`config.mk`:
```
export PLATFORM = sky130hd
export DESIGN_NAME = bp_fe_mem_pipe_flat
export DESIGN_NICKNAME = d
export VERILOG_FILES = /design/src/rtl/bp_fe_mem_pipe_if.sv /design/src/rtl/bp_fe_mem_pipe.sv /design/src/flat_wrapper.sv
export SDC_FILE = /design/constraint.sdc
export NUM_CORES = 1
export LEC_CHECK = 0
export CORE_MARGIN = 1.5
export CORE_UTILIZATION = 44
export DETAILED_ROUTE_END_ITERATION = 8
export HOLD_SLACK_MARGIN = 0.06
export PLACE_DENSITY = 0.72
export SLEW_MARGIN = 25
export SYNTH_ARGS = -nofsm -noshare
export SYNTH_HDL_FRONTEND = slang
export SYNTH_SLANG_ARGS = --single-unit
```
`constraint.sdc`:
```
create_clock -name clk_i -period 5.85 [get_ports clk_i]
set_input_delay 1.17 -clock clk_i [delete_from_list [all_inputs] [get_ports clk_i]]
set_output_delay 1.17 -clock clk_i [all_outputs]
set_load 0.01 [all_outputs]
```
`src/rtl/bp_fe_mem_pipe_if.sv`:
```
// Front-end memory pipe bus: command channel in, icache tag/data exchange,
// and response channel out. The slave side is the pipe, the master side is
// whatever issues fetch/fill/fence commands and consumes responses.
interface bp_fe_mem_pipe_if #(
  parameter int vtag_width_p  = 27,
  parameter int ptag_width_p  = 28,
  parameter int instr_width_p = 32,
  parameter int fetch_width_p = 2
);
  localparam int data_width_lp = fetch_width_p * instr_width_p;

  // Command channel
  logic                     cmd_v_i;
  logic [1:0]               cmd_op_i;
  logic [vtag_width_p-1:0]  cmd_vtag_i;
  logic [ptag_width_p-1:0]  cmd_ptag_i;
  logic [1:0]               cmd_attr_i;
  logic                     cmd_ready_o;

  // Icache exchange
  logic [ptag_width_p-1:0]  cache_ptag_o;
  logic                     cache_ptag_v_o;
  logic [data_width_lp-1:0] cache_data_i;
  logic                     cache_data_v_i;

  // Response channel
  logic                     resp_v_o;
  logic                     resp_ready_i;
  logic [data_width_lp-1:0] resp_data_o;
  logic [3:0]               resp_fault_o;

  modport slave (
    input  cmd_v_i, cmd_op_i, cmd_vtag_i, cmd_ptag_i, cmd_attr_i,
    output cmd_ready_o,
    output cache_ptag_o, cache_ptag_v_o,
    input  cache_data_i, cache_data_v_i,
    output resp_v_o, resp_data_o, resp_fault_o,
    input  resp_ready_i
  );

  modport master (
    output cmd_v_i, cmd_op_i, cmd_vtag_i, cmd_ptag_i, cmd_attr_i,
    input  cmd_ready_o,
    input  cache_ptag_o, cache_ptag_v_o,
    output cache_data_i, cache_data_v_i,
    input  resp_v_o, resp_data_o, resp_fault_o,
    output resp_ready_i
  );
endinterface

```
`src/rtl/bp_fe_mem_pipe.sv`:
```
// Front-end memory pipe: fully-associative ITLB lookup in the accept cycle,
// one registered stage (S2) that talks to the icache, and a 2-entry response
// FIFO. Fetch acceptance is throttled so the FIFO can never overflow.
// Optional ITLB hit/miss counters are built when BP_FE_MEM_PIPE_PERF_EN is
// defined; otherwise the counter outputs are tied to zero.
module bp_fe_mem_pipe #(
  parameter int vtag_width_p  = 27,
  parameter int ptag_width_p  = 28,
  parameter int tlb_els_p     = 8,
  parameter int instr_width_p = 32,
  parameter int fetch_width_p = 2,
  parameter logic [ptag_width_p-1:0] dram_base_ptag_p = 28'h0080000
) (
  input  logic        clk_i,
  input  logic        reset_i,
  input  logic        translation_en_i,
  input  logic [1:0]  priv_i,
  input  logic        poison_i,
  output logic [31:0] perf_hit_cnt_o,
  output logic [31:0] perf_miss_cnt_o,
  bp_fe_mem_pipe_if.slave bus
);

  localparam int data_width_lp = fetch_width_p * instr_width_p;
  localparam int idx_width_lp  = $clog2(tlb_els_p);
  localparam logic [1:0] priv_u_lp = 2'd0;
  localparam logic [1:0] priv_s_lp = 2'd1;

  typedef enum logic [1:0] {
    op_fetch = 2'd0,
    op_fill  = 2'd1,
    op_fence = 2'd2,
    op_rsvd  = 2'd3
  } cmd_op_e;

  typedef struct packed {
    logic [ptag_width_p-1:0] ptag;
    logic                    miss;
    logic                    pf;
    logic                    af;
    logic                    trans;
  } s2_payload_t;

  // ITLB state
  logic [tlb_els_p-1:0]    tlb_v_r;
  logic [vtag_width_p-1:0] tlb_vtag_r [tlb_els_p];
  logic [ptag_width_p-1:0] tlb_ptag_r [tlb_els_p];
  logic [1:0]              tlb_attr_r [tlb_els_p];
  logic [idx_width_lp-1:0] victim_r;

  // S2 and FIFO state
  logic                     s2_v_r;
  s2_payload_t              s2_r;
  logic [data_width_lp-1:0] fifo_data_r  [2];
  logic [3:0]               fifo_fault_r [2];
  logic                     fifo_wptr_r, fifo_rptr_r;
  logic [1:0]               fifo_cnt_r;

  cmd_op_e op;
  logic    cmd_ready, cmd_fire, fetch_fire, fill_fire, fence_fire;
  assign op = cmd_op_e'(bus.cmd_op_i);

  // Readiness depends on the op presented; only fetches need FIFO room.
  // NOTE: every always_comb assigns defaults first so no path leaves a latch.
  always_comb begin
    cmd_ready = 1'b0;
    case (op)
      op_fetch:          cmd_ready = (fifo_cnt_r + {1'b0, s2_v_r}) < 2'd2;
      op_fill, op_fence: cmd_ready = 1'b1;
      default:           cmd_ready = 1'b0;
    endcase
  end

  assign bus.cmd_ready_o = cmd_ready & ~reset_i;
  assign cmd_fire   = bus.cmd_v_i & bus.cmd_ready_o;
  assign fetch_fire = cmd_fire & (op == op_fetch);
  assign fill_fire  = cmd_fire & (op == op_fill);
  assign fence_fire = cmd_fire & (op == op_fence);

  logic                    lkp_hit, lkp_pf, lkp_af;
  logic [ptag_width_p-1:0] lkp_ptag;
  logic [1:0]              lkp_attr;

  // Associative lookup and fault classification in the accept cycle.
  always_comb begin
    lkp_hit  = 1'b0;
    lkp_ptag = '0;
    lkp_attr = '0;
    for (int i = 0; i < tlb_els_p; i++) begin
      if (tlb_v_r[i] && (tlb_vtag_r[i] == bus.cmd_vtag_i)) begin
        lkp_hit  = 1'b1;
        lkp_ptag = tlb_ptag_r[i];
        lkp_attr = tlb_attr_r[i];
      end
    end
    if (!translation_en_i) begin
      lkp_hit  = 1'b1;
      lkp_ptag = ptag_width_p'(bus.cmd_vtag_i);
      lkp_attr = '0;
    end
    // attr is {u, x}; machine mode only faults on a non-executable page
    lkp_pf = lkp_hit & translation_en_i &
             (~lkp_attr[0] | ((priv_i == priv_s_lp) & lkp_attr[1]) |
                             ((priv_i == priv_u_lp) & ~lkp_attr[1]));
    lkp_af = lkp_hit & ~lkp_pf & (lkp_ptag < dram_base_ptag_p);
  end

  logic                    fill_match, fill_free;
  logic [idx_width_lp-1:0] fill_match_idx, fill_free_idx, fill_idx;

  // Fill slot choice: existing match, else lowest invalid, else victim.
  always_comb begin
    fill_match     = 1'b0;
    fill_free      = 1'b0;
    fill_match_idx = '0;
    fill_free_idx  = '0;
    for (int i = tlb_els_p - 1; i >= 0; i--) begin
      if (tlb_v_r[i] && (tlb_vtag_r[i] == bus.cmd_vtag_i)) begin
        fill_match     = 1'b1;
        fill_match_idx = idx_width_lp'(i);
      end
      if (!tlb_v_r[i]) begin
        fill_free     = 1'b1;
        fill_free_idx = idx_width_lp'(i);
      end
    end
    fill_idx = fill_match ? fill_match_idx : (fill_free ? fill_free_idx : victim_r);
  end

  // ITLB valid bits and round-robin victim pointer.
  // NOTE: sequential state uses non-blocking assignments so every flop samples pre-edge values.
  always_ff @(posedge clk_i or posedge reset_i) begin
    if (reset_i) begin
      tlb_v_r  <= '0;
      victim_r <= '0;
    end else if (fence_fire) begin
      tlb_v_r  <= '0;
      victim_r <= '0;
    end else if (fill_fire) begin
      tlb_v_r[fill_idx] <= 1'b1;
      if (!fill_match && !fill_free) victim_r <= victim_r + idx_width_lp'(1);
    end
  end

  // ITLB entry contents.
  // NOTE: storage arrays are not reset; their valid bits gate every use.
  always_ff @(posedge clk_i) begin
    if (fill_fire) begin
      tlb_vtag_r[fill_idx] <= bus.cmd_vtag_i;
      tlb_ptag_r[fill_idx] <= bus.cmd_ptag_i;
      tlb_attr_r[fill_idx] <= bus.cmd_attr_i;
    end
  end

  // S2 valid: a fetch poisoned in its accept cycle never enters S2.
  always_ff @(posedge clk_i or posedge reset_i) begin
    if (reset_i) s2_v_r <= 1'b0;
    else         s2_v_r <= fetch_fire & ~poison_i;
  end

  // S2 payload captured with the accepted fetch.
  always_ff @(posedge clk_i) begin
    if (fetch_fire) s2_r <= '{ptag: lkp_ptag, miss: ~lkp_hit, pf: lkp_pf,
                              af: lkp_af, trans: translation_en_i};
  end

  logic                     s2_early_fault, s2_cm, push, pop;
  logic [3:0]               s2_fault;
  logic [data_width_lp-1:0] s2_data;

  assign s2_early_fault     = s2_r.miss | s2_r.pf | s2_r.af;
  assign s2_cm              = ~s2_early_fault & ~bus.cache_data_v_i;
  assign s2_fault           = {s2_r.miss, s2_r.pf, s2_r.af, s2_cm};
  assign s2_data            = (|s2_fault) ? '0 : bus.cache_data_i;
  assign bus.cache_ptag_o   = s2_r.ptag;
  assign bus.cache_ptag_v_o = s2_v_r & ~s2_early_fault & ~poison_i;
  assign push               = s2_v_r & ~poison_i;
  assign pop                = bus.resp_v_o & bus.resp_ready_i;

  // Response FIFO pointers and occupancy.
  always_ff @(posedge clk_i or posedge reset_i) begin
    if (reset_i) begin
      fifo_wptr_r <= 1'b0;
      fifo_rptr_r <= 1'b0;
      fifo_cnt_r  <= '0;
    end else begin
      if (push) fifo_wptr_r <= ~fifo_wptr_r;
      if (pop)  fifo_rptr_r <= ~fifo_rptr_r;
      case ({push, pop})
        2'b10:   fifo_cnt_r <= fifo_cnt_r + 2'd1;
        2'b01:   fifo_cnt_r <= fifo_cnt_r - 2'd1;
        default: ;
      endcase
    end
  end

  // Response FIFO storage.
  always_ff @(posedge clk_i) begin
    if (push) begin
      fifo_data_r[fifo_wptr_r]  <= s2_data;
      fifo_fault_r[fifo_wptr_r] <= s2_fault;
    end
  end

  assign bus.resp_v_o     = (fifo_cnt_r != 2'd0);
  assign bus.resp_data_o  = fifo_data_r[fifo_rptr_r];
  assign bus.resp_fault_o = fifo_fault_r[fifo_rptr_r];

`ifdef BP_FE_MEM_PIPE_PERF_EN
  logic [31:0] hit_cnt_r, miss_cnt_r;

  // Saturating ITLB hit/miss counters for unpoisoned translated fetches.
  always_ff @(posedge clk_i or posedge reset_i) begin
    if (reset_i) begin
      hit_cnt_r  <= '0;
      miss_cnt_r <= '0;
    end else if (push && s2_r.trans) begin
      if (s2_r.miss) begin
        if (miss_cnt_r != '1) miss_cnt_r <= miss_cnt_r + 32'd1;
      end else begin
        if (hit_cnt_r != '1) hit_cnt_r <= hit_cnt_r + 32'd1;
      end
    end
  end

  assign perf_hit_cnt_o  = hit_cnt_r;
  assign perf_miss_cnt_o = miss_cnt_r;
`else
  logic unused_trans;
  assign unused_trans    = s2_r.trans;
  assign perf_hit_cnt_o  = '0;
  assign perf_miss_cnt_o = '0;
`endif

endmodule

```
`src/flat_wrapper.sv`:
```
// flat-port wrapper written by rule: the top's interface ports become plain ports
module bp_fe_mem_pipe_flat 
#(
  parameter int vtag_width_p  = 27,
  parameter int ptag_width_p  = 28,
  parameter int tlb_els_p     = 8,
  parameter int instr_width_p = 32,
  parameter int fetch_width_p = 2,
  parameter logic [ptag_width_p-1:0] dram_base_ptag_p = 28'h0080000
)
  (clk_i, reset_i, translation_en_i, priv_i, poison_i, perf_hit_cnt_o, perf_miss_cnt_o, bus_cmd_v_i, bus_cmd_op_i, bus_cmd_vtag_i, bus_cmd_ptag_i, bus_cmd_attr_i, bus_cmd_ready_o, bus_cache_ptag_o, bus_cache_ptag_v_o, bus_cache_data_i, bus_cache_data_v_i, bus_resp_v_o, bus_resp_data_o, bus_resp_fault_o, bus_resp_ready_i);
  bp_fe_mem_pipe_if #(.vtag_width_p(vtag_width_p), .ptag_width_p(ptag_width_p), .instr_width_p(instr_width_p), .fetch_width_p(fetch_width_p)) bus_i ();
  input  logic clk_i;
  input  logic reset_i;
  input  logic translation_en_i;
  input  logic [1:0] priv_i;
  input  logic poison_i;
  output logic [31:0] perf_hit_cnt_o;
  output logic [31:0] perf_miss_cnt_o;
  input wire logic [$bits(bus_i.cmd_v_i)-1:0] bus_cmd_v_i;
  input wire logic [$bits(bus_i.cmd_op_i)-1:0] bus_cmd_op_i;
  input wire logic [$bits(bus_i.cmd_vtag_i)-1:0] bus_cmd_vtag_i;
  input wire logic [$bits(bus_i.cmd_ptag_i)-1:0] bus_cmd_ptag_i;
  input wire logic [$bits(bus_i.cmd_attr_i)-1:0] bus_cmd_attr_i;
  output wire logic [$bits(bus_i.cmd_ready_o)-1:0] bus_cmd_ready_o;
  output wire logic [$bits(bus_i.cache_ptag_o)-1:0] bus_cache_ptag_o;
  output wire logic [$bits(bus_i.cache_ptag_v_o)-1:0] bus_cache_ptag_v_o;
  input wire logic [$bits(bus_i.cache_data_i)-1:0] bus_cache_data_i;
  input wire logic [$bits(bus_i.cache_data_v_i)-1:0] bus_cache_data_v_i;
  output wire logic [$bits(bus_i.resp_v_o)-1:0] bus_resp_v_o;
  output wire logic [$bits(bus_i.resp_data_o)-1:0] bus_resp_data_o;
  output wire logic [$bits(bus_i.resp_fault_o)-1:0] bus_resp_fault_o;
  input wire logic [$bits(bus_i.resp_ready_i)-1:0] bus_resp_ready_i;
  assign bus_i.cmd_v_i = bus_cmd_v_i;
  assign bus_i.cmd_op_i = bus_cmd_op_i;
  assign bus_i.cmd_vtag_i = bus_cmd_vtag_i;
  assign bus_i.cmd_ptag_i = bus_cmd_ptag_i;
  assign bus_i.cmd_attr_i = bus_cmd_attr_i;
  assign bus_cmd_ready_o = bus_i.cmd_ready_o;
  assign bus_cache_ptag_o = bus_i.cache_ptag_o;
  assign bus_cache_ptag_v_o = bus_i.cache_ptag_v_o;
  assign bus_i.cache_data_i = bus_cache_data_i;
  assign bus_i.cache_data_v_i = bus_cache_data_v_i;
  assign bus_resp_v_o = bus_i.resp_v_o;
  assign bus_resp_data_o = bus_i.resp_data_o;
  assign bus_resp_fault_o = bus_i.resp_fault_o;
  assign bus_i.resp_ready_i = bus_resp_ready_i;
  bp_fe_mem_pipe #(.vtag_width_p(vtag_width_p), .ptag_width_p(ptag_width_p), .tlb_els_p(tlb_els_p), .instr_width_p(instr_width_p), .fetch_width_p(fetch_width_p), .dram_base_ptag_p(dram_base_ptag_p)) u_core (.clk_i(clk_i), .reset_i(reset_i), .translation_en_i(translation_en_i), .priv_i(priv_i), .poison_i(poison_i), .perf_hit_cnt_o(perf_hit_cnt_o), .perf_miss_cnt_o(perf_miss_cnt_o), .bus(bus_i));
endmodule
```
Word-level counts from Yosys, hierarchy flattened
Memories as Yosys holds them, arrays and structs flattened.
Cells that the tools add are included.
Operators by class
  add/subtract/negate cells: 4
  magnitude comparators: 4
  eq/ne operators: 13
  mux-type cells: 75
  bitwise logic cells: 32
  reduce and logical (&&, ||, !) cells: 21
Operator list (count)
  $mux W28: 9
  $eq A27 B27 Y1: 8
  $mux W64: 1
  $mux W3: 21
  $mux W1: 30
  $lt A28 B20 Y1 const B: 1
  $mux W2: 9
  $and A1 B1 Y1: 17
  $mux W8: 2
  $logic_and A1 B1 Y1: 10
  $not A1 Y1: 10
  $or A8 B8 Y8: 1
  $reduce_bool A2 Y1: 4
  $eq A2 B1 Y1 const B: 3
  $eq A2 B2 Y1 const B: 2
  $logic_not A2 Y1: 2
  $lt A3 B4 Y1 const B: 1
  $or A1 B1 Y1: 4
  $pmux W2 S2: 1
  $reduce_or A4 Y1: 1
  $add A3 B1 Y3 const B: 1
  $demux W1 S3: 1
  $ge A3 B1 Y1 const B: 1
  $add A2 B1 Y2: 1
  7 further kinds: 8
Storage, ports and cells
  register bits: 47
  memory bits (writable): 592
  bits of input ports: 132
  output and inout bits: 163
  word-level logic and storage cells: 164
  memories: 5
Memories
  u_core.tlb_ptag_r: words 8, bits a word 28, rd ports 8, clocked after Yosys merged registers in 0, write ports 1, RTL line bp_fe_mem_pipe.sv:47  | logic [ptag_width_p-1:0] tlb_ptag_r [tlb_els_p];
  u_core.tlb_vtag_r: words 8, bits a word 27, rd ports 8, clocked after Yosys merged registers in 0, write ports 1, RTL line bp_fe_mem_pipe.sv:46  | logic [vtag_width_p-1:0] tlb_vtag_r [tlb_els_p];
  u_core.fifo_data_r: words 2, bits a word 64, rd ports 1, clocked after Yosys merged registers in 0, write ports 1, RTL line bp_fe_mem_pipe.sv:54  | logic [data_width_lp-1:0] fifo_data_r [2];
  u_core.tlb_attr_r: words 8, bits a word 2, rd ports 8, clocked after Yosys merged registers in 0, write ports 1, RTL line bp_fe_mem_pipe.sv:48  | logic [1:0] tlb_attr_r [tlb_els_p];
  u_core.fifo_fault_r: words 2, bits a word 4, rd ports 1, clocked after Yosys merged registers in 0, write ports 1, RTL line bp_fe_mem_pipe.sv:55  | logic [3:0] fifo_fault_r [2];

Logic depth before layout (Yosys ltp)
Gate-level depths: netlist (run 1).
An unclocked memory read counts as a cell.
  depth in word-level cells: 19
  depth in mapped cells: 12
  depth with buffers taken out: 10

Worst setup path before layout (run 1)
OpenSTA, ideal clock, no wires.
  path kind: input to register
  from: in bus_cmd_vtag_i[7]
  to: mem u_core.tlb_attr_r[5][0] (enable)
  setup time: 0.473 ns
  data arrival time: 5.670 ns
  required time: 5.377 ns
  setup slack: -0.294 ns
  stages: 10
  buffers on the path: 3
  cell sequence: buf_4 xnor2_1 nand4_1 or4_1 buf_2 nor2_1 buf_2 a2bb2oi_1 o21ai_0 nor2_1
Between the ends
  longest elaborated chain between the ends: 11
  elaborated cells on any way between the ends: 33
  classes of those cells: eq/ne (8); mux (17); reduce/logical (8)
RTL lines
  start, declared: RTL line flat_wrapper.sv:22  | input wire logic [$bits(bus_i.cmd_vtag_i)-1:0] bus_cmd_vtag_i;
  $eq A27 B27 Y1: RTL line bp_fe_mem_pipe.sv:118  | if (tlb_v_r[i] && (tlb_vtag_r[i] == bus.cmd_vtag_i)) begin
  $logic_and A1 B1 Y1: RTL line bp_fe_mem_pipe.sv:118
  $mux W3 / $mux W1 (equally long branches) (8 in a row): RTL line bp_fe_mem_pipe.sv:118
  $mux W3 (*): RTL line bp_fe_mem_pipe.sv:127  | fill_idx = fill_match ? fill_match_idx : (fill_free ? fill_free_idx : victim_r);
  end, declared: RTL line bp_fe_mem_pipe.sv:48
Mark *: on every way between the ends. The rest lies on a longest branch, timed or not.

Worst setup path in the final report (run 1)
  from: in bus_cmd_vtag_i[17]
  to: mem u_core.tlb_ptag_r[3][1] (enable)
Between the ends
  longest elaborated chain between the ends: 11
  elaborated cells on any way between the ends: 33
  classes of those cells: eq/ne (8); mux (17); reduce/logical (8)
RTL lines (RTL line)
  $eq A27 B27 Y1: bp_fe_mem_pipe.sv:118
  $logic_and A1 B1 Y1: bp_fe_mem_pipe.sv:118
  $mux W3 / $mux W1 (equally long branches) (8 in a row): bp_fe_mem_pipe.sv:118
  $mux W3 (*): bp_fe_mem_pipe.sv:127
  end, declared: bp_fe_mem_pipe.sv:47
Marked as above.

==> results of run 1 <==
==> worst register-to-register path, stage by stage, from the launching register on <==
cell and delay, ps:
edfxtp_1 380, xor2_1 220, or4_1 570, nor4_1 540, buf_4 240, nand2b_1 110
a31oi_1 310, o211ai_1 180, or3_1 430, nor2_4 190, buf_12 290
==> layout by cell type, fill, tap and decap left out, drive strengths merged, types with 20 or more instances in the layout <==
master	netlist	routed
o21ai	32	32
mux2	68	68
nand3	44	44
a31oi	25	25
edfxtp	623	623
nand4	85	85
a22oi	22	22
clkdlybuf4s50	0	229
and2	71	71
clkinv	0	29
xnor2	176	176
a311o	20	20
xor2	47	47
clkbuf	45	84
nor4	30	30
conb	1	64
buf	104	105
nor2	90	90
nand2	94	94
nor3	53	53
inv	18	24
==> metrics by stage <==
step           hold WS, ps  utilization [%]  instance area [um^2]  worst slack (ps)  power [uW]
2_1_floorplan        468.1                -                 27540            -293.9        5789
3_3_place_gp         490.7            50.28                 30910             611.8        6350
6_report             519.5            53.88                 33130              1060       10560
4_1_cts              520.3            53.88                 33130              1179       10650
5_1_grt              549.2            53.88                 33130             849.3       10860
3_5_place_dp         511.4            50.28                 30910             520.6        6357
==> state kept, by name (all words and copies together), names as in the netlist <==
register and count:
u_core.tlb_vtag_r 216, u_core.bus.cache_ptag_o 28, u_core.s2_v_r 1, u_core.fifo_fault_r 8, u_core.tlb_attr_r 16, u_core.tlb_v_r 8
u_core.victim_r 3, u_core.fifo_cnt_r 2, u_core.fifo_wptr_r 1, u_core.s2_fault 3, u_core.fifo_data_r 128, u_core.fifo_rptr_r 1
u_core.tlb_ptag_r 224
==> routing by layer <==
layer | vias to the layer above | part of all wire, %
met5 | - | 0.056
met2 | 922 | 48
li1 | 7495 | -
met1 | 8544 | 40
met3 | 141 | 8.7
met4 | 6 | 3.4
==> power by group through the flow <==
stage,sequential [uW],clock (uW),combinational [uW]
global route,5140,4530,1190
global placement,5230,0,1120
floorplan,5170,0,620
detailed placement,5240,0,1120
CTS,5140,4380,1130
finish,5140,4290,1120
==> cells by family (layout without fill, tap and decap cells) <==
logic type               after synthesis  in the layout  share of synthesized area (%)
multiplexers                          70             70                          2.878
AO/OA/AOI/OAI                        193            193                          5.427
AND/OR/NAND/NOR                      530            530                          10.32
buffers and inverters                167            477                          3.800
other                                  1             65                        0.01374
flip-flops                           639            639                          70.00
adder cells (fa/ha/maj)                6              6                         0.2750
XOR/XNOR                             223            223                          7.292
==> worst max-delay path by stage <==
stage                                  start                  endpoint  slack [ps]  depth (start not counted)
after floorplan            bus_cmd_vtag_i[7]   u_core.tlb_attr_r[5][0]        -290                         10
after global placement    bus_cmd_vtag_i[19]  u_core.tlb_vtag_r[3][15]         610                         11
after detailed placement  bus_cmd_vtag_i[17]        u_core.s2_fault[1]         520                         11
after CTS                 bus_cmd_vtag_i[17]        u_core.s2_fault[1]        1180                         11
after global routing      bus_cmd_vtag_i[17]  u_core.tlb_vtag_r[3][13]         850                         11
final                     bus_cmd_vtag_i[17]   u_core.tlb_ptag_r[3][1]        1060                         11
==> area by class of cell <==
cell class                      count  area (um^2)
Clock buffer                       84         1826
Clock inverter                     41        386.6
Inverter                           18        67.56
Sequential cell                   639        19110
Multi-Input combinational cell   1086         7495
Tap cell                          790        988.4
Timing Repair Buffer              334         3253
Antenna cell                        1        2.502
Fill cell                        4938        28360
==> metrics.txt, run 1 <==
outcome finished, final reports clean; GRT Max-Usage Layer met2; Worst R2R Path Depth 10; pwr dens 318.6 nW/um^2; met1 usage 30.85%; fmax 208.8 MHz; fin cells 2993; Die Y 252.1 um; Internal Power 8100 uW; placed insts 2867; Rel. slew slack 37.26%; sequential share of power 48.7%; Post-Syn Instances 1829; Yosys top cell by area edfxtp_1; Final period util 81.89%; top_reg_cell synth edfxtp_1; Yosys warnings 0; RSZ-0062 raised after global routing false; worst-path fanout max 47; CTS tree built; Period minus WS final 4790 ps; Post-synth EDFFs 623; Yosys top cell area share 68.53%; dpl hpwl 51820 um; clock power share 40.7%; Worst setup SP type input pin; Slew Limit Fails 0; P&R area growth vs syn 21.35%; DR pass1 iterations 6; Setup Viol. Count Final 0; GR Util met2 39.01%; GRT Total Usage 23.64%; Sinks on Clock Net 639; sequential area share after synthesis 70.00%; Die X 252.1 um; via/cell ratio 5.716; CTS root buffer clkbuf_16; most common cell in the netlist edfxtp_1; Worst Hold End u_core.fifo_cnt_r[1]; met3 Use GR 4.539%; global-route wire length before repair 110400 um; Worst path top cell family by delay simple AND/OR/NAND/NOR gates; Via Count 17110; most common library cells after synthesis edfxtp_1, xnor2_1, nand2_1; Yosys reg bits 639; worst-case clock skew 34.43 ps; setup bufs post-CTS 0; largest net degree at the start of global routing 65; worst hold stages 1; Worst-Margin Slew 941.1 ps; Reg-to-Reg Start u_core.tlb_vtag_r[7][12]; share of post-route cells with drive strength above 1 13.85%; synthesized area 27300 um^2; cts hold-fix bufs 0; Buffers on Ports 230; Gate power share 10.6%; worst path cell trace clkdlybuf4s50_1 > xnor2_1 > nand4_1 > nor4_1 > buf_4 > nand2b_1 > a31oi_1 > o211ai_1 > or3_1 > nor2_4 > buf_12; CP peak stage delay 740 ps; antenna violations before repair 4; core box area 61480 um^2; gr ovfl total 0; CTS buffer count 70; Initial Utilization 44.40%; R2R Path End u_core.tlb_ptag_r[3][1]; max_cap viols 0; worst hold path class reg -> reg; IO Pins 295; Distinct cells, synth 77; initial drt markers 1683; final hold violation count 0; CTS Buffer Depth 3; number of global-route vias before repair 16750; Skew-Pair Late Insertion Delay 620 ps; crit path buf inv count 3; Worst Min Path Start u_core.fifo_cnt_r[1]; critical path arrival 5070 ps; Worst-path clk slew 60 ps; die area 63550 um^2; Switch Pwr 2455 uW; nature of the critical path endpoint flop; Pleak 0.01080 uW; drt wl/cell 25.28 um; # DRC 0; CP max stage cell clkdlybuf4s50_1; Setup TNS 0 ps; CTS resizes 0; FF-to-FF setup slack 2000 ps; row cnt 91; H-tree depth 3; WL final 75670 um; sw frac 23.26%; Post-synth ARST share 2.504%; worst vdd ir 221.0 uV; Avg Inst Size Synth 14.93 um^2; crit path kind in -> reg; Post-DRT Antenna Nets 0; synth top area cells edfxtp_1, xnor2_1, mux2_2; Final Wtd Congestion 0.9636; CP required 6130 ps; Final #Nets 2287
(Power assumes the default switching activity.)
==> run 2, diff against run 1 <==
Settings changed: PLACE_DENSITY 0.72 to 0.74.
Clock period 5.85 ns to 4.3 ns, I/O delays scaled along.
==> run 2 against run 1 <==
Register-to-register slack got worse by 1300 ps. Sequential cell count stayed put. Clock skew fell by 4.2 ps. Sequential share of layout area down 2.5 points. Worst hold slack got worse by 18 ps. Total power is 41% higher. Sequential power is 35% higher. Wire length decreased by 3.7%. Cell count increased by 4.4%. Combinational power increased by 50%. Largest power group unchanged.
==> metrics.txt, run 2 (synthesis gave the netlist of run 1 again) <==
outcome finished, final reports clean; commonest non-fill, non-tap cell in the layout edfxtp_1; fmax 246.6 MHz; antenna violations before repair 4; Final period util 94.31%; Die X 252.1 um; drt wl/cell 23.32 um; final hold violation count 0; CTS buffer count 66; cts hold-fix bufs 0; Pleak 0.01165 uW; initial drt markers 1714; Slew Limit Fails 0; area of the multi-input gates 7495 um^2; max_cap viols 0; core box area 61480 um^2; Biggest register u_core.tlb_ptag_r; max reg flops 224; Gate power share 11.3%; number of global-route vias before repair 17280; largest net degree at the start of global routing 69; worst path cell trace clkdlybuf4s50_1 > buf_4 > buf_4 > xnor2_1 > and4_1 > and3_1 > a2111oi_1 > o2111ai_1 > a41oi_1 > a211o_1 > or4b_1 > nor3_2; Final #Nets 2418; CTS root buffer clkbuf_16; gr ovfl total 0; most frequent cells in the layout edfxtp_1, clkdlybuf4s50_1, buf_4; Final Util 56.37%; CTS resizes 0; Worst-path clk slew 60 ps; pwr dens 429.2 nW/um^2; nature of the critical path endpoint flop; Skew-Pair Late Insertion Delay 620 ps; Worst setup SP type input pin; top flop regs u_core.tlb_ptag_r x224, u_core.tlb_vtag_r x216, u_core.fifo_data_r x128; most used cell, CP buf_4; CP peak stage delay 590 ps; Worst-Margin Slew 721.5 ps; worst hold stages 1; worst hold slack 501.7 ps; CP required 4750 ps; share of post-route cells with drive strength above 1 19.25%; Sinks on Clock Net 639; worst-path fanout max 10; Switch Pwr 3351 uW; global-route wire length before repair 107900 um; worst vdd ir 280.5 uV; CTS Buffer Depth 3; Worst R2R Path Depth 10; Buffers on Ports 230; Final Wtd Congestion 0.8944; Period minus WS final 4056 ps; worst-case clock skew 30.21 ps; Post-DP Area 32260 um^2; crit path buf inv count 3; setup bufs post-CTS 0; Setup Viol. Count Final 0; die area 63550 um^2; H-tree depth 3; IO Pins 295; Internal Power 11530 uW; sequential share of power 46.5%; CTS tree built; Via Count 17490; Worst path top cell family by delay simple AND/OR/NAND/NOR gates; via/cell ratio 5.596; RSZ-0062 raised after global routing false; row cnt 91; Fillers 4785; critical path arrival 4500 ps; DR pass1 iterations 5; CP max stage cell or4b_1; Die Y 252.1 um; register area 19110 um^2; WL final 72910 um; CP Depth 12; clock power share 42.2%; Setup TNS 0 ps; GRT Total Usage 22.61%; worst hold path class reg -> reg; P&R area growth vs syn 26.96%; Rel. slew slack 51.53%; dpl hpwl 50220 um; Initial Utilization 44.40%; # DRC 0; fin area 34660 um^2; sw frac 22.52%; Post-DRT Antenna Nets 0; crit path kind in -> reg
## run 2: cell count changes in the layout (fill, tap and decap cells not counted), sizes merged
cell	before	now
bufinv	5	14
clkinv	29	24
inv	24	22
clkbuf	84	77
buf	105	240
clkinvlp	1	2
diode	1	3
## run 2: path summary, 6_finish.rpt
check                                         from                        to  slack (ps)
max                              bus_cmd_vtag_i[3]        u_core.s2_fault[1]         240
max in group asynchronous                  reset_i        u_core.fifo_rptr_r        3110
min                             u_core.fifo_rptr_r        u_core.fifo_rptr_r         500
min reg2reg                     u_core.fifo_rptr_r        u_core.fifo_rptr_r         500
max reg2reg                u_core.tlb_vtag_r[7][3]  u_core.tlb_vtag_r[3][21]         720
min in group asynchronous                  reset_i        u_core.victim_r[1]         700
## run 2: layout make-up
cell class,instances,share of cell area (%)
clock buffer,77,4.975
multi-input combinational,1086,21.62
clock inverter,44,1.913
inverter,18,0.1949
antenna,3,0.02166
tap,790,2.852
sequential,639,55.14
timing repair buffer,469,13.28
## run 2: power groups by stage
stage                     registers (uW)  clock network [uW]  logic (uW)
after floorplan                     7030                   0         863
after global placement              7050                   0        1670
after detailed placement            7050                   0        1670
after CTS                           6920                6380        1680
after global routing                6920                6580        1780
final                               6920                6280        1680
## run 2: metrics by stage
step | total power, uW | cells | setup WS (ps)
2_1_floorplan | 7893 | 1892 | -118.9
3_3_place_gp | 8715 | 3002 | -317.4
3_5_place_dp | 8727 | 3002 | -332.5
4_1_cts | 14980 | 3123 | 299.3
5_1_grt | 15280 | 3124 | 101.3
6_report | 14880 | 3126 | 244.5
## run 2: worst reg2reg max path, delay by kind of cell, from the launching register on
family / cells / cell delay [ps]
AND/OR/NAND/NOR: 5 / 1760
AO/OA/AOI/OAI: 2 / 450
buffers and inverters: 2 / 440
flip-flops: 1 / 370
XOR/XNOR: 1 / 220
## run 2: per-layer routing
metal	GRT usage, %	wire length, um	vias up
met5	0	13	-
met4	8.092	2305	2
met3	4.292	6324	159
met2	37.23	34870	871
met1	29.99	29400	8685
li1	-	-	7776
==> run 3, diff against run 2 <==
Clock period 4.3 ns to 3.3 ns, I/O delays scaled along.
==> run 3 against run 2 <==
The flow now finishes with violations (negative setup slack). Sequential cell count is the same. Via count grew 10%. Sequential share of layout area shrank 5.2 points. First-iteration DRC count grew 14%. Total power grew 30%.
==> metrics.txt, run 3 (synthesis gave the netlist of run 1 again) <==
CTS buffer count 68; Final period util 102.2%; cts hold-fix bufs 0; GRT Total Usage 24.94%; worst vdd ir 389.9 uV; dpl hpwl 51860 um; nature of the critical path endpoint flop; Gate power share 13.3%; critical path arrival 3700 ps; fin area 38230 um^2; Worst R2R Path Depth 12; core box area 61480 um^2; Slew Limit Fails 0; Rel. slew slack 45.29%; antenna violations before repair 0; fin cells 3300; CTS root buffer clkbuf_16; H-tree depth 3; CP required 3630 ps; Final Wtd Congestion 0.9414; most frequent cells in the layout edfxtp_1, buf_4, clkdlybuf4s50_1; initial drt markers 1955; WL met1 31900 um; crit path kind in -> reg; top flop regs u_core.tlb_ptag_r x224, u_core.tlb_vtag_r x216, u_core.fifo_data_r x128; Via Count 19250; CTS Buffer Depth 3; Die X 252.1 um; RSZ-0062 raised after global routing true; sw frac 23.13%; Power Total 19390 uW; global-route wire length before repair 118200 um; clock power share 40.2%; Buffers on Ports 230; pwr dens 507.3 nW/um^2; Die Y 252.1 um; number of global-route vias before repair 18920; Post-DRT Antenna Nets 0; via/cell ratio 5.832; die area 63550 um^2; sequential share of power 46.5%; placed insts 3078; Period minus WS final 3372 ps; row cnt 91; Final Util 62.18%; Worst-Margin Slew 819.7 ps; Biggest register u_core.tlb_ptag_r; largest net degree at the start of global routing 69; share of post-route cells with drive strength above 1 31.35%; Skew-Pair Late Insertion Delay 620 ps; DR top layer met4; Setup TNS -4497 ps; Internal Power 14910 uW; max_cap viols 0; worst hold stages 2; metal2 WL 41270 um; Switch Pwr 4485 uW; antenna cells 0; commonest non-fill, non-tap cell in the layout edfxtp_1; worst-case clock skew 31.28 ps; Pleak 0.01351 uW; Worst setup SP type input pin; outcome finished, violations left; failing checks negative setup slack; worst setup margin -72.01 ps; # DRC 0; Post-DP Area 33170 um^2; CTS tree built; worst-path fanout max 7; met3 wire len 8930 um; max reg flops 224; worst hold path class in -> reg; Sinks on Clock Net 639; gr ovfl total 0; fmax 296.6 MHz; DR pass1 iterations 5; P&R area growth vs syn 40.05%; Setup Viol. Count Final 169; WL final 86300 um; Worst-path clk slew 60 ps; Final #Nets 2599; final hold violation count 0; IO Pins 295; Initial Utilization 44.40%; drt wl/cell 26.15 um
## run 3: cell count changes in the layout (fill, tap and decap cells not counted), moves of 13 or more
| cell | before | now |
|---|---|---|
| buf_4 | 198 | 291 |
| xnor2_1 | 171 | 96 |
| buf_6 | 0 | 24 |
| xor2_1 | 47 | 29 |
| buf_12 | 41 | 67 |
| clkdlybuf4s50_1 | 229 | 202 |
| buf_16 | 0 | 13 |
| xor2_2 | 0 | 16 |
| nor4_1 | 28 | 15 |
| xnor2_2 | 5 | 68 |
| clkbuf_16 | 67 | 82 |
## run 3: final timing paths
| path | start | end | slack [ps] |
|---|---|---|---|
| setup reg to reg | u_core.tlb_vtag_r[7][3] | u_core.tlb_ptag_r[2][27] | -60 |
| hold / removal | bus_cmd_vtag_i[7] | u_core.tlb_vtag_r[3][7] | 440 |
| max in group asynchronous | reset_i | u_core.fifo_rptr_r | 2140 |
| setup / recovery | bus_cmd_vtag_i[9] | u_core.tlb_ptag_r[2][27] | -70 |
| min in group asynchronous | reset_i | u_core.tlb_v_r[1] | 580 |
| hold reg to reg | u_core.fifo_cnt_r[1] | u_core.fifo_cnt_r[1] | 510 |
## run 3: area by class of cell
class,count,area [um^2]
Clock buffer,80,1768
Sequential cell,639,19110
Inverter,18,67.56
Multi-Input combinational cell,1086,8792
Tap cell,790,988.4
Timing Repair Buffer,648,7009
Clock inverter,39,496.7
Fill cell,4267,23250
## run 3: metal layers
layer / vias to the layer above / GRT usage (%)
met2: 1300 / 41.98
met5: - / 0
li1: 8132 / -
met3: 304 / 5.458
met4: 0 / 8.794
met1: 9510 / 31.83
## run 3: metrics by stage
stage               setup WS (ps)  hold WS, ps
global placement           -916.6        493.8
CTS                        -90.63        492.7
floorplan                  -918.9        468.1
detailed placement         -943.0        489.8
finish                     -72.01        438.7
global route               -114.4        429.7
## run 3: worst max-delay path: stages
cell and delay, ps:
dlygate4sd2_1 310, buf_12 190, buf_4 150, xnor2_1 270, nand4_1 240, nor4_4 300, buf_4 170, nand2b_4 80
a31oi_4 190, o211ai_1 120, or3_4 370, buf_6 130, nor2_4 140, buf_12 170, clkbuf_16 180
## run 3: what timing repair did
item	CTS	global route
resized for setup	152	110
setup endpoints to repair	487	485
gates cloned	15	16
buffers inserted	57	19
pin swaps	28	54
## run 3: power by group through the flow
stage	clock network [uW]	logic, uW	registers, uW
after floorplan	0	1150	9160
after global placement	0	2270	9180
after detailed placement	0	2290	9180
after CTS	7860	2460	9010
after global routing	8180	2700	9020
final	7800	2580	9010
